`src/rtl/muxn_pipe_pkg.sv`:
```
// Shared definitions for the muxn_pipe block: the skid-buffer occupancy
// states and the default data width.
package muxn_pipe_pkg;

  localparam int XLEN = 32;

  typedef enum logic [1:0] {
    ST_EMPTY = 2'd0,
    ST_ONE   = 2'd1,
    ST_TWO   = 2'd2
  } state_e;

endpackage

```
`src/rtl/muxn_sel.sv`:
```
// Combinational N:1 channel selector. An index at or above N falls back to
// channel 0 and raises the error flag.
module muxn_sel
  import muxn_pipe_pkg::*;
#(
  parameter int WIDTH = XLEN,
  parameter int N     = 4,
  parameter int SELW  = $clog2(N)
) (
  input  logic [N*WIDTH-1:0] in_data,
  input  logic [SELW-1:0]    sel,
  output logic [WIDTH-1:0]   sel_data,
  output logic               sel_err
);

  always_comb begin
    sel_err  = (int'(sel) >= N);
    sel_data = in_data[WIDTH-1:0];
    for (int i = 1; i < N; i++) begin
      if (int'(sel) == i) begin
        sel_data = in_data[i*WIDTH +: WIDTH];
      end
    end
  end

endmodule

```
`src/rtl/muxn_pipe.sv`:
```
// Registered N:1 multiplexer behind a valid/ready handshake. A two-entry skid
// buffer keeps in_ready a pure flop output while sustaining one beat per cycle.
module muxn_pipe
  import muxn_pipe_pkg::*;
#(
  parameter int WIDTH = XLEN,
  parameter int N     = 4,
  parameter int SELW  = $clog2(N)
) (
  input  logic               clk,
  input  logic               rst_n,
  input  logic [N*WIDTH-1:0] in_data,
  input  logic [SELW-1:0]    in_sel,
  input  logic               in_valid,
  output logic               in_ready,
  output logic [WIDTH-1:0]   out_data,
  output logic [SELW-1:0]    out_sel,
  output logic               out_err,
  output logic               out_valid,
  input  logic               out_ready
);

  logic [WIDTH-1:0] mux_data;
  logic             mux_err;

  muxn_sel #(
    .WIDTH (WIDTH),
    .N     (N),
    .SELW  (SELW)
  ) u_sel (
    .in_data  (in_data),
    .sel      (in_sel),
    .sel_data (mux_data),
    .sel_err  (mux_err)
  );

  state_e           state_q, state_d;
  logic             in_ready_q, in_ready_d;
  logic [WIDTH-1:0] main_data_q, main_data_d;
  logic [SELW-1:0]  main_sel_q, main_sel_d;
  logic             main_err_q, main_err_d;
  logic [WIDTH-1:0] skid_data_q, skid_data_d;
  logic [SELW-1:0]  skid_sel_q, skid_sel_d;
  logic             skid_err_q, skid_err_d;

  logic accept;
  logic xfer;

  assign accept = in_valid & in_ready_q;
  assign xfer   = (state_q != ST_EMPTY) & out_ready;

  always_comb begin
    state_d     = state_q;
    main_data_d = main_data_q;
    main_sel_d  = main_sel_q;
    main_err_d  = main_err_q;
    skid_data_d = skid_data_q;
    skid_sel_d  = skid_sel_q;
    skid_err_d  = skid_err_q;

    case (state_q)
      ST_EMPTY: begin
        if (accept) begin
          state_d     = ST_ONE;
          main_data_d = mux_data;
          main_sel_d  = in_sel;
          main_err_d  = mux_err;
        end
      end
      ST_ONE: begin
        if (accept && !xfer) begin
          state_d     = ST_TWO;
          skid_data_d = mux_data;
          skid_sel_d  = in_sel;
          skid_err_d  = mux_err;
        end else if (accept && xfer) begin
          main_data_d = mux_data;
          main_sel_d  = in_sel;
          main_err_d  = mux_err;
        end else if (xfer) begin
          state_d = ST_EMPTY;
        end
      end
      ST_TWO: begin
        // in_ready is low here, so the only event is the main beat draining
        if (xfer) begin
          state_d     = ST_ONE;
          main_data_d = skid_data_q;
          main_sel_d  = skid_sel_q;
          main_err_d  = skid_err_q;
        end
      end
      default: begin
        state_d = ST_EMPTY;
      end
    endcase

    in_ready_d = (state_d != ST_TWO);
  end

  always_ff @(posedge clk or negedge rst_n) begin
    if (!rst_n) begin
      state_q     <= ST_EMPTY;
      in_ready_q  <= 1'b0;
      main_data_q <= '0;
      main_sel_q  <= '0;
      main_err_q  <= 1'b0;
      skid_data_q <= '0;
      skid_sel_q  <= '0;
      skid_err_q  <= 1'b0;
    end else begin
      state_q     <= state_d;
      in_ready_q  <= in_ready_d;
      main_data_q <= main_data_d;
      main_sel_q  <= main_sel_d;
      main_err_q  <= main_err_d;
      skid_data_q <= skid_data_d;
      skid_sel_q  <= skid_sel_d;
      skid_err_q  <= skid_err_d;
    end
  end

  assign in_ready  = in_ready_q;
  assign out_valid = (state_q != ST_EMPTY);
  assign out_data  = main_data_q;
  assign out_sel   = main_sel_q;
  assign out_err   = main_err_q;

endmodule

```
`config.mk`:
```
export PLATFORM = sky130hd
export DESIGN_NAME = muxn_pipe
export DESIGN_NICKNAME = d
export VERILOG_FILES = /design/src/rtl/muxn_pipe_pkg.sv /design/src/rtl/muxn_sel.sv /design/src/rtl/muxn_pipe.sv
export SDC_FILE = /design/constraint.sdc
export NUM_CORES = 1
export LEC_CHECK = 0
export ABC_AREA = 1
export BUFFER_PORTS_ARGS = -buffer_cell sky130_fd_sc_hd__buf_2
export CORE_ASPECT_RATIO = 0.8
export CORE_MARGIN = 5
export CORE_UTILIZATION = 43
export DETAILED_ROUTE_END_ITERATION = 12
export GPL_ROUTABILITY_DRIVEN = 1
export PLACE_DENSITY = 0.77
export SLEW_MARGIN = 20
export SYNTH_ARGS = -nofsm -noshare
export SYNTH_HDL_FRONTEND = slang
export SYNTH_SLANG_ARGS = --single-unit
```
`constraint.sdc`:
```
create_clock -name clk -period 1.2 [get_ports clk]
set_input_delay 0.06 -clock clk [delete_from_list [all_inputs] [get_ports clk]]
set_output_delay 0.06 -clock clk [all_outputs]
set_load 0.02 [all_outputs]
```
==> flow_summary.ini <==
[cells_and_area]
n_fill_cell = 965
regArea_um2 = 1780
multiInputGateArea_um2 = 2380
diodes = 0
drive_gt1_frac = 0.343
final_common_cell = nand2_1
design_area_um2 = 6230
layout_common_cells = nand2_1, buf_2, dfrtp_1, nand3_1, inv_1
fin_nets = 942
areaGrowthSynthToFinish_pct = 38.9

[timing]
max_clock_freq_mhz = 748
drv_slew = 0
fin_crit_ns = 1.34
setup_slack_ns = -0.138
setup_viol = 67
rsz0062_at_grt = yes
finalHoldViolations = 0
fin_skew_ns = 0.00729
hold_slack_ns = 0.0681
min_period_over_period = 1.11

[setup_path]
r2r_slack_ns = -0.14
critPathLaunchType = flip-flop
r2r-end = out_data[15]
arrival_ns = 1.60
worstPathRequired_ns = 1.46
path_class = reg -> reg
r2r-start = state_q[0]
r2r_cells = 8
path_max_fanout = 31
cp-end-kind = flip-flop

[die]
fp-row-count = 33
ios = 171
start_util = 0.438
dieArea_um2 = 12600
die-width_um = 124
core_um2 = 10200
die_y_um = 101

[worst_hold_path]
min_path_cells = 5
hold_start = in_data[96]
hold_end = skid_data_q[0]
hp-class = in -> reg

[place]
place_congestion = 0.852
dpl-instance-area_um2 = 5680
port-buffer-count = 169
dp.final_hpwl_um = 9600

[routing]
firstDrtPassIters = 4
via_per_inst = 4.97
drt_iter0_markers = 315
drtAntennaViolNets = 0
drt-wirelength-per-cell_um = 14.4
routed_wl_um = 13800
num_vias = 4739
drcViolationCount = 0

[clock_network]
cts_buffers = 9
cts_tree = yes
post-cts-setup-buffers = 0
worstSkewPairLatency_ns = 0.32
cts_root_buffer = clkbuf_16
clock_sinks = 71
cts_buffer_depth = 2
clk_pin_slew_ns = 0.06
h-tree-depth = 3

[synth]
synth-seq-cells = 71
ys_types = 24
syn_inst = 629
ys_warn_count = 0
synth_area_per_cell_um2 = 7.14
synth_nets = 763
syn_area_um2 = 4490
yosysSeqAreaShare = 0.396

[global_route]
grt_pass1_wl_um = 21200
grt_overflow = 0
grt_max_degree = 72
grt_antenna_before_repair = 0
grt.total_usage = 0.204
grt_pass1_vias = 4486

[outcome]
status = finished, violations left
violations = negative setup slack

[power]
p_total_mw = 11.7
power_density_nw_per_um2 = 1880
p_leak_nw = 3.40
vdd_drop_max_v = 0.000800

[job]
cap_violations = 0
==> layout make-up <==
class	instances	area share
repair buffers	207	0.221
flip-flops and latches	71	0.285
clock buffers	11	0.0406
inverters	46	0.0301
multi-input cells	473	0.382
clock inverters	5	0.0128
well taps	140	0.0281
==> synth_stat cells <==
cell type	n	area [um2]
a21oi_1	31	155
o21ai_1	30	150
buf_4	4	30.0
nand3_2	26	260
dfrtp_1	71	1780
buf_2	22	110
nor2_1	5	18.8
or2_0	4	25.0
o21ai_0	6	30.0
nand2_4	2	22.5
o21ai_2	1	8.76
inv_4	1	6.26
clkbuf_1	7	26.3
nand2_2	2	12.5
nand2_1	264	991
or2_1	25	156
nand3b_1	31	233
buf_6	6	67.6
conb_1	1	3.75
nand3_1	40	200
inv_1	40	150
or2_2	2	12.5
inv_2	5	18.8
o31ai_1	3	22.5
==> stage by stage <==
stage | TNS [ns] | std cells | worst slack, ns | util
after detailed placement | -2.76 | 929 | -0.0943 | 0.555
after global placement | -0.492 | 929 | -0.0310 | 0.555
final | -4.23 | 953 | -0.138 | 0.609
after CTS | -3.18 | 948 | -0.0914 | 0.594
after global routing | -9.03 | 953 | -0.185 | 0.609
after floorplan | 0 | 629 | 0.00391 | -
==> sequential cells by signal, indices dropped and copies added (netlist names) <==
register and cells:
skid_sel_q 2, skid_data_q 32, in_ready 1, state_q 2, out_sel 2, out_data 32
==> how the worst max path moves through the flow <==
stage,cells after the start,slack [ns],startpoint,end
2_1_floorplan,7,0.004,in_ready,out_data[10]
3_3_place_gp,8,-0.03,state_q[1],skid_data_q[4]
3_5_place_dp,6,-0.09,state_q[0],out_sel[1]
4_1_cts,8,-0.09,state_q[1],skid_data_q[4]
5_1_grt,8,-0.18,state_q[0],out_data[20]
6_report,8,-0.14,state_q[0],out_data[15]
==> layer usage <==
metal  up-vias  global-route usage  routed length, um
met4         0              0.0514                164
met2       176               0.341               6300
met1      2186               0.264               6290
li1       2359                   -                  -
met3        18              0.0580               1000
met5         -                   0                  0
==> where the power goes <==
part           switching, mW  internal, mW  leakage, nW
combinational           2.96          1.83         2.36
sequential             0.497          3.51        0.879
clock                  0.978          1.93        0.158
total                   4.44          7.27         3.40
==> critical path, cell delays in order, from the launching register on <==
cell and delay [ns]:
dfrtp_1 0.39, inv_2 0.09, nand2_2 0.09, o21ai_2 0.11
nand2_4 0.12, buf_12 0.19, a21oi_1 0.13, nand2_1 0.08
nand2_1 0.06
==> timing repair <==
item	in CTS	in global routing
hold buffers	2	0
setup endpoints to repair	67	69
gates resized for setup	14	10
gates cloned	1	5
endpoints found under the hold margin	72	0
pin swaps	2	1
==> cells by family after synthesis <==
kind of cell	synth area share
and+or+nand+nor	0.430
buffers and inverters	0.0912
AOI/OAI and AO/OA	0.0817
DFF	0.396
other	0.000836
Power figures use the tool's default switching activity.
